### src/rtl/control_sequencer.sv
// Hardwired control unit: walks fetch (T0-T2) and execute (T3-T6) for the
// current IR and drives every datapath strobe combinationally from state + IR.
module control_sequencer #(
  parameter int OPW = 5,
  parameter int CW  = 19
) (
  input  logic        clock,
  input  logic        clear,
  input  logic [31:0] IR,
  output logic [15:0] Rin,
  output logic [15:0] Rout,
  output logic        PCin,
  output logic        PCout,
  output logic        IncPC,
  output logic        IRin,
  output logic        Yin,
  output logic        Zin,
  output logic        MARin,
  output logic        MDRin,
  output logic        MDRout,
  output logic        HIin,
  output logic        HIout,
  output logic        LOin,
  output logic        LOout,
  output logic        Zhighout,
  output logic        Zlowout,
  output logic        Read,
  output logic        Cout,
  output logic [31:0] CSignExt,
  output logic [3:0]  ALUselect,
  output logic        run
);

  typedef enum logic [3:0] {
    RST, T0, T1, T2, T3, T4, T5, T6, HALT
  } state_t;

  typedef enum logic [2:0] {
    C_NONE, C_R, C_IMM, C_MD, C_UN, C_HALT
  } iclass_t;

  state_t        state_q, state_d;
  iclass_t       iclass;
  logic [3:0]    alu_code;
  logic [OPW-1:0] opcode;
  logic [15:0]   ra_oh, rb_oh, rc_oh;

  assign opcode   = IR[31 -: OPW];
  assign ra_oh    = 16'd1 << IR[26:23];
  assign rb_oh    = 16'd1 << IR[22:19];
  assign rc_oh    = 16'd1 << IR[18:15];
  assign CSignExt = {{(32-CW){IR[CW-1]}}, IR[CW-1:0]};

  // Instruction class and ALU code; unlisted opcodes fall into C_NONE (nop).
  always_comb begin
    iclass   = C_NONE;
    alu_code = 4'b0000;
    case (opcode)
      OPW'(3):  begin iclass = C_R;    alu_code = 4'b0100; end
      OPW'(4):  begin iclass = C_R;    alu_code = 4'b0101; end
      OPW'(5):  begin iclass = C_R;    alu_code = 4'b0110; end
      OPW'(6):  begin iclass = C_R;    alu_code = 4'b0111; end
      OPW'(7):  begin iclass = C_R;    alu_code = 4'b1000; end
      OPW'(8):  begin iclass = C_R;    alu_code = 4'b1001; end
      OPW'(9):  begin iclass = C_R;    alu_code = 4'b1010; end
      OPW'(10): begin iclass = C_R;    alu_code = 4'b1011; end
      OPW'(11): begin iclass = C_IMM;  alu_code = 4'b0100; end
      OPW'(12): begin iclass = C_IMM;  alu_code = 4'b0110; end
      OPW'(13): begin iclass = C_IMM;  alu_code = 4'b0111; end
      OPW'(14): begin iclass = C_MD;   alu_code = 4'b1100; end
      OPW'(15): begin iclass = C_MD;   alu_code = 4'b1101; end
      OPW'(16): begin iclass = C_UN;   alu_code = 4'b1110; end
      OPW'(17): begin iclass = C_UN;   alu_code = 4'b1111; end
      OPW'(27): begin iclass = C_HALT; alu_code = 4'b0000; end
      default:  begin iclass = C_NONE; alu_code = 4'b0000; end
    endcase
  end

  always_ff @(posedge clock) begin
    if (clear) state_q <= RST;
    else       state_q <= state_d;
  end

  always_comb begin
    state_d   = state_q;
    Rin       = 16'h0000;
    Rout      = 16'h0000;
    PCin      = 1'b0;
    PCout     = 1'b0;
    IncPC     = 1'b0;
    IRin      = 1'b0;
    Yin       = 1'b0;
    Zin       = 1'b0;
    MARin     = 1'b0;
    MDRin     = 1'b0;
    MDRout    = 1'b0;
    HIin      = 1'b0;
    HIout     = 1'b0;
    LOin      = 1'b0;
    LOout     = 1'b0;
    Zhighout  = 1'b0;
    Zlowout   = 1'b0;
    Read      = 1'b0;
    Cout      = 1'b0;
    ALUselect = 4'b0000;
    run       = 1'b0;
    case (state_q)
      RST: state_d = T0;
      T0: begin
        run = 1'b1; PCout = 1'b1; MARin = 1'b1; IncPC = 1'b1; Zin = 1'b1;
        state_d = T1;
      end
      T1: begin
        run = 1'b1; Zlowout = 1'b1; PCin = 1'b1; Read = 1'b1; MDRin = 1'b1;
        state_d = T2;
      end
      T2: begin
        run = 1'b1; MDRout = 1'b1; IRin = 1'b1;
        if (iclass == C_HALT)      state_d = HALT;
        else if (iclass == C_NONE) state_d = T0;
        else                       state_d = T3;
      end
      T3: begin
        run = 1'b1;
        state_d = T4;
        if (iclass == C_UN) begin
          Rout = rb_oh; ALUselect = alu_code; Zin = 1'b1;
        end else if (iclass == C_MD) begin
          Rout = ra_oh; Yin = 1'b1;
        end else begin
          Rout = rb_oh; Yin = 1'b1;
        end
      end
      T4: begin
        run = 1'b1;
        state_d = T5;
        if (iclass == C_UN) begin
          Zlowout = 1'b1; Rin = ra_oh;
          state_d = T0;
        end else if (iclass == C_IMM) begin
          Cout = 1'b1; ALUselect = alu_code; Zin = 1'b1;
        end else if (iclass == C_MD) begin
          Rout = rb_oh; ALUselect = alu_code; Zin = 1'b1;
        end else begin
          Rout = rc_oh; ALUselect = alu_code; Zin = 1'b1;
        end
      end
      T5: begin
        run = 1'b1; Zlowout = 1'b1;
        if (iclass == C_MD) begin
          LOin = 1'b1;
          state_d = T6;
        end else begin
          Rin = ra_oh;
          state_d = T0;
        end
      end
      T6: begin
        run = 1'b1; Zhighout = 1'b1; HIin = 1'b1;
        state_d = T0;
      end
      HALT:    state_d = HALT;
      default: state_d = RST;
    endcase
  end

endmodule

### config.mk
export PLATFORM = sky130hd
export DESIGN_NAME = control_sequencer
export DESIGN_NICKNAME = d
export VERILOG_FILES = /design/src/rtl/control_sequencer.sv
export SDC_FILE = /design/constraint.sdc
export NUM_CORES = 1
export LEC_CHECK = 0
export ABC_AREA = 1
export CORE_MARGIN = 2
export CORE_UTILIZATION = 36
export CTS_CLUSTER_DIAMETER = 30
export DETAILED_ROUTE_END_ITERATION = 10
export DONT_BUFFER_PORTS = 1
export GPL_TIMING_DRIVEN = 0
export PLACE_DENSITY_LB_ADDON = 0.25
export SYNTH_ARGS = -nofsm -noshare
export SYNTH_HDL_FRONTEND = slang
export SYNTH_SLANG_ARGS = --single-unit
### constraint.sdc
create_clock -name clock -period 1.4 [get_ports clock]
set_input_delay 0.07 -clock clock [delete_from_list [all_inputs] [get_ports clock]]
set_output_delay 0.07 -clock clock [all_outputs]
set_load 0.005 [all_outputs]
==> out/qor.yml <==
placedCellCount: 407
drt_iter0_drc: 98
synth_ff_type: "dfxtp_1"
drtPass1Iterations: 4
drc: 0
final_cells: 428
grt_max_degree: 16
grt_pass1_wl_microns: 9494
hold_slack_ns: 0.01112
startpoint_type: "register"
cts_htree_levels: 1
critPathKind: "reg2out"
seq_area_sq_um: 92.59
yosys_register_bits: 4
slew_viol_final: 0
path_max_fanout: 10
cp.arrival_ns: 1.39
synth_top_area_share: 0.1659
clkSlewWorstSetupHoldPaths_ns: 0.04
yosysWarningCount: 0
synthCells: 336
vdd_ir_drop_max_uv: 316.7
end_kind: "output port"
rows: 26
grt_antenna_before_repair: 0
coreArea_sq_mm: 0.005107
finalCriticalPeriod_ns: 1.456
viasPerCell: 5.273
final_layout_size_suffix_gt1_frac: 0.3631
first_global_vias: 1924
async_flop_share: 0
initial_core_util: 0.3721
regMostFlops: "state_q"
maxCapViolations: 0
r2r-end: "state_q[3]"
clock_latency_ns: 0.23
synth_edf_count: 0
yosysTopAreaCell: "buf_4"
largestRegisters: "state_q: 4 flops"
synth_common_cells: "nand2_1 (63), buf_4 (42), nand3_1 (34), nor2_1 (34), inv_1 (29)"
setup_viol: 27
failed_checks: "setup timing"
routabilityCongestion: 0.9024
io_buffers: 0
post-dp-hpwl_microns: 4678
seq_area_frac_synth: 0.04213
area_delta_synth_final_pct: 24.95
cp-startpoint: "state_q[0]"
die_h_microns: 76.66
crit_end: "Rout[0]"
nets: 397
synthTopCellsByArea: "buf_4 (17%), nand2_1 (12%), nand3_1 (9.0%)"
grtUsageTotal: 0.1903
vias: 2257
status: "finished, violations left"
hp-class: "in2reg"
largest_reg_flops: 4
clock-root-buffer: "clkbuf_8"
dieArea_sq_mm: 0.005877
grt_setup_unrepaired: "yes"
synth.avg_cell_area_sq_um: 5.656
fin_ws_ns: -0.05555
boundaryPins: 120
regToRegSetupSlack_ns: 0.10
ant_nets: 0
cts_max_path_buffers: 2
leakagePower_uw: 0.001077
multi_input_area_sq_mm: 0.001424
insertedDiodeCount: 0
yosysUniqueCellTypes: 35
postPlaceCellArea_sq_mm: 0.001992
cts_tree: "yes"
fin_crit_sh: 1.040
final_cell_area_sq_mm: 0.002375
grt-ovfl-total: 0
synthMostInstantiatedCell: "nand2_1"
syn_area_sq_mm: 0.001901
fillers: 541
wl_microns: 6014
fmax_mhz: 687.0
hold_violations: 0
reg2reg_from: "state_q[3]"
cts_buffers: 3
rr_worst_depth: 5
cts_sinks: 4
die_width_microns: 76.66
cp_data_required_time_ns: 1.33
wire_per_inst_microns: 14.05
skew_ns: 0.004125
power.density_mw_per_mm2: 437.5
## power by group
part / total, uW / switching [uW] / internal (uW)
clock: 266 / 81.0 / 185
sequential: 161 / 27.2 / 134
combinational: 612 / 354 / 258
## critical path, stage by stage, from the launching register on
cell and delay (ns):
dfxtp_4 0.37, nor2_2 0.13, inv_2 0.06, nor2_4 0.16, buf_4 0.20, nand3_1 0.08, o21ai_1 0.15
## stage by stage
stage,setup WS (ns),utilization,TNS (ns),total power (uW)
final,-0.05555,0.4650,-0.5467,1039
after global routing,-0.1245,0.4650,-3.034,1107
after CTS,-0.04942,0.4412,-0.6306,969.2
after detailed placement,-0.06396,0.3900,-0.2977,657.2
after global placement,-0.04728,0.3900,-0.1890,652.7
after floorplan,0.1750,-,0,575.3
## logic make-up (layout without fill, tap and decap cells)
logic type | Yosys count | count (layout) | synth area share
buffers and inverters | 92 | 113 | 0.2910
flip-flops | 4 | 4 | 0.04213
AO/OA/AOI/OAI | 49 | 49 | 0.1521
other | 1 | 2 | 0.001973
adder cells (fa/ha/maj) | 3 | 3 | 0.01975
AND/OR/NAND/NOR | 187 | 187 | 0.4931
## layer usage
metal / vias to the layer above / GRT usage / part of all wire
met5: - / 0 / 0
met2: 99 / 0.3325 / 0.47
li1: 1137 / - / -
met4: 0 / 0.01818 / 0.0038
met1: 1018 / 0.2389 / 0.43
met3: 3 / 0.05529 / 0.097
## area by class of cell
cell class / instances / area share
multi-input combinational: 241 / 0.5996
buffer: 57 / 0.1770
timing repair buffer: 18 / 0.06955
inverter: 35 / 0.06059
sequential: 4 / 0.03899
tap: 70 / 0.03688
clock buffer: 3 / 0.01739
## cells in the final DEF, fill, tap and decap left out, drive strengths merged
master,n
a21oi,10
a22oi,2
a31oi,3
buf,69
clkbuf,8
clkinv,1
conb,2
dfxtp,4
dlygate4sd3,1
ha,3
inv,34
nand2,69
nand3,35
nand4,28
nor2,49
nor3,5
nor4,1
o211ai,3
o21a,1
o21ai,22
o22ai,8
## worst min path at each step
stage / from / endpoint / slack [ns] / depth (start not counted)
4_1_cts: clear / state_q[0] / 0.02 / 3
2_1_floorplan: clear / state_q[2] / 0.14 / 1
6_report: clear / state_q[0] / 0.01 / 3
5_1_grt: clear / state_q[0] / 0.04 / 3
3_3_place_gp: clear / state_q[2] / 0.14 / 1
3_5_place_dp: clear / state_q[2] / 0.14 / 1
## repair_timing
action	in CTS	in global routing
pin swaps	8	7
hold endpoints to repair	1	0
resized for setup	36	32
hold buffers	1	0
setup endpoints to repair	41	46
buffers inserted	11	5
cloned	1	0
Note: power is estimated with default switching activity, not from simulation.
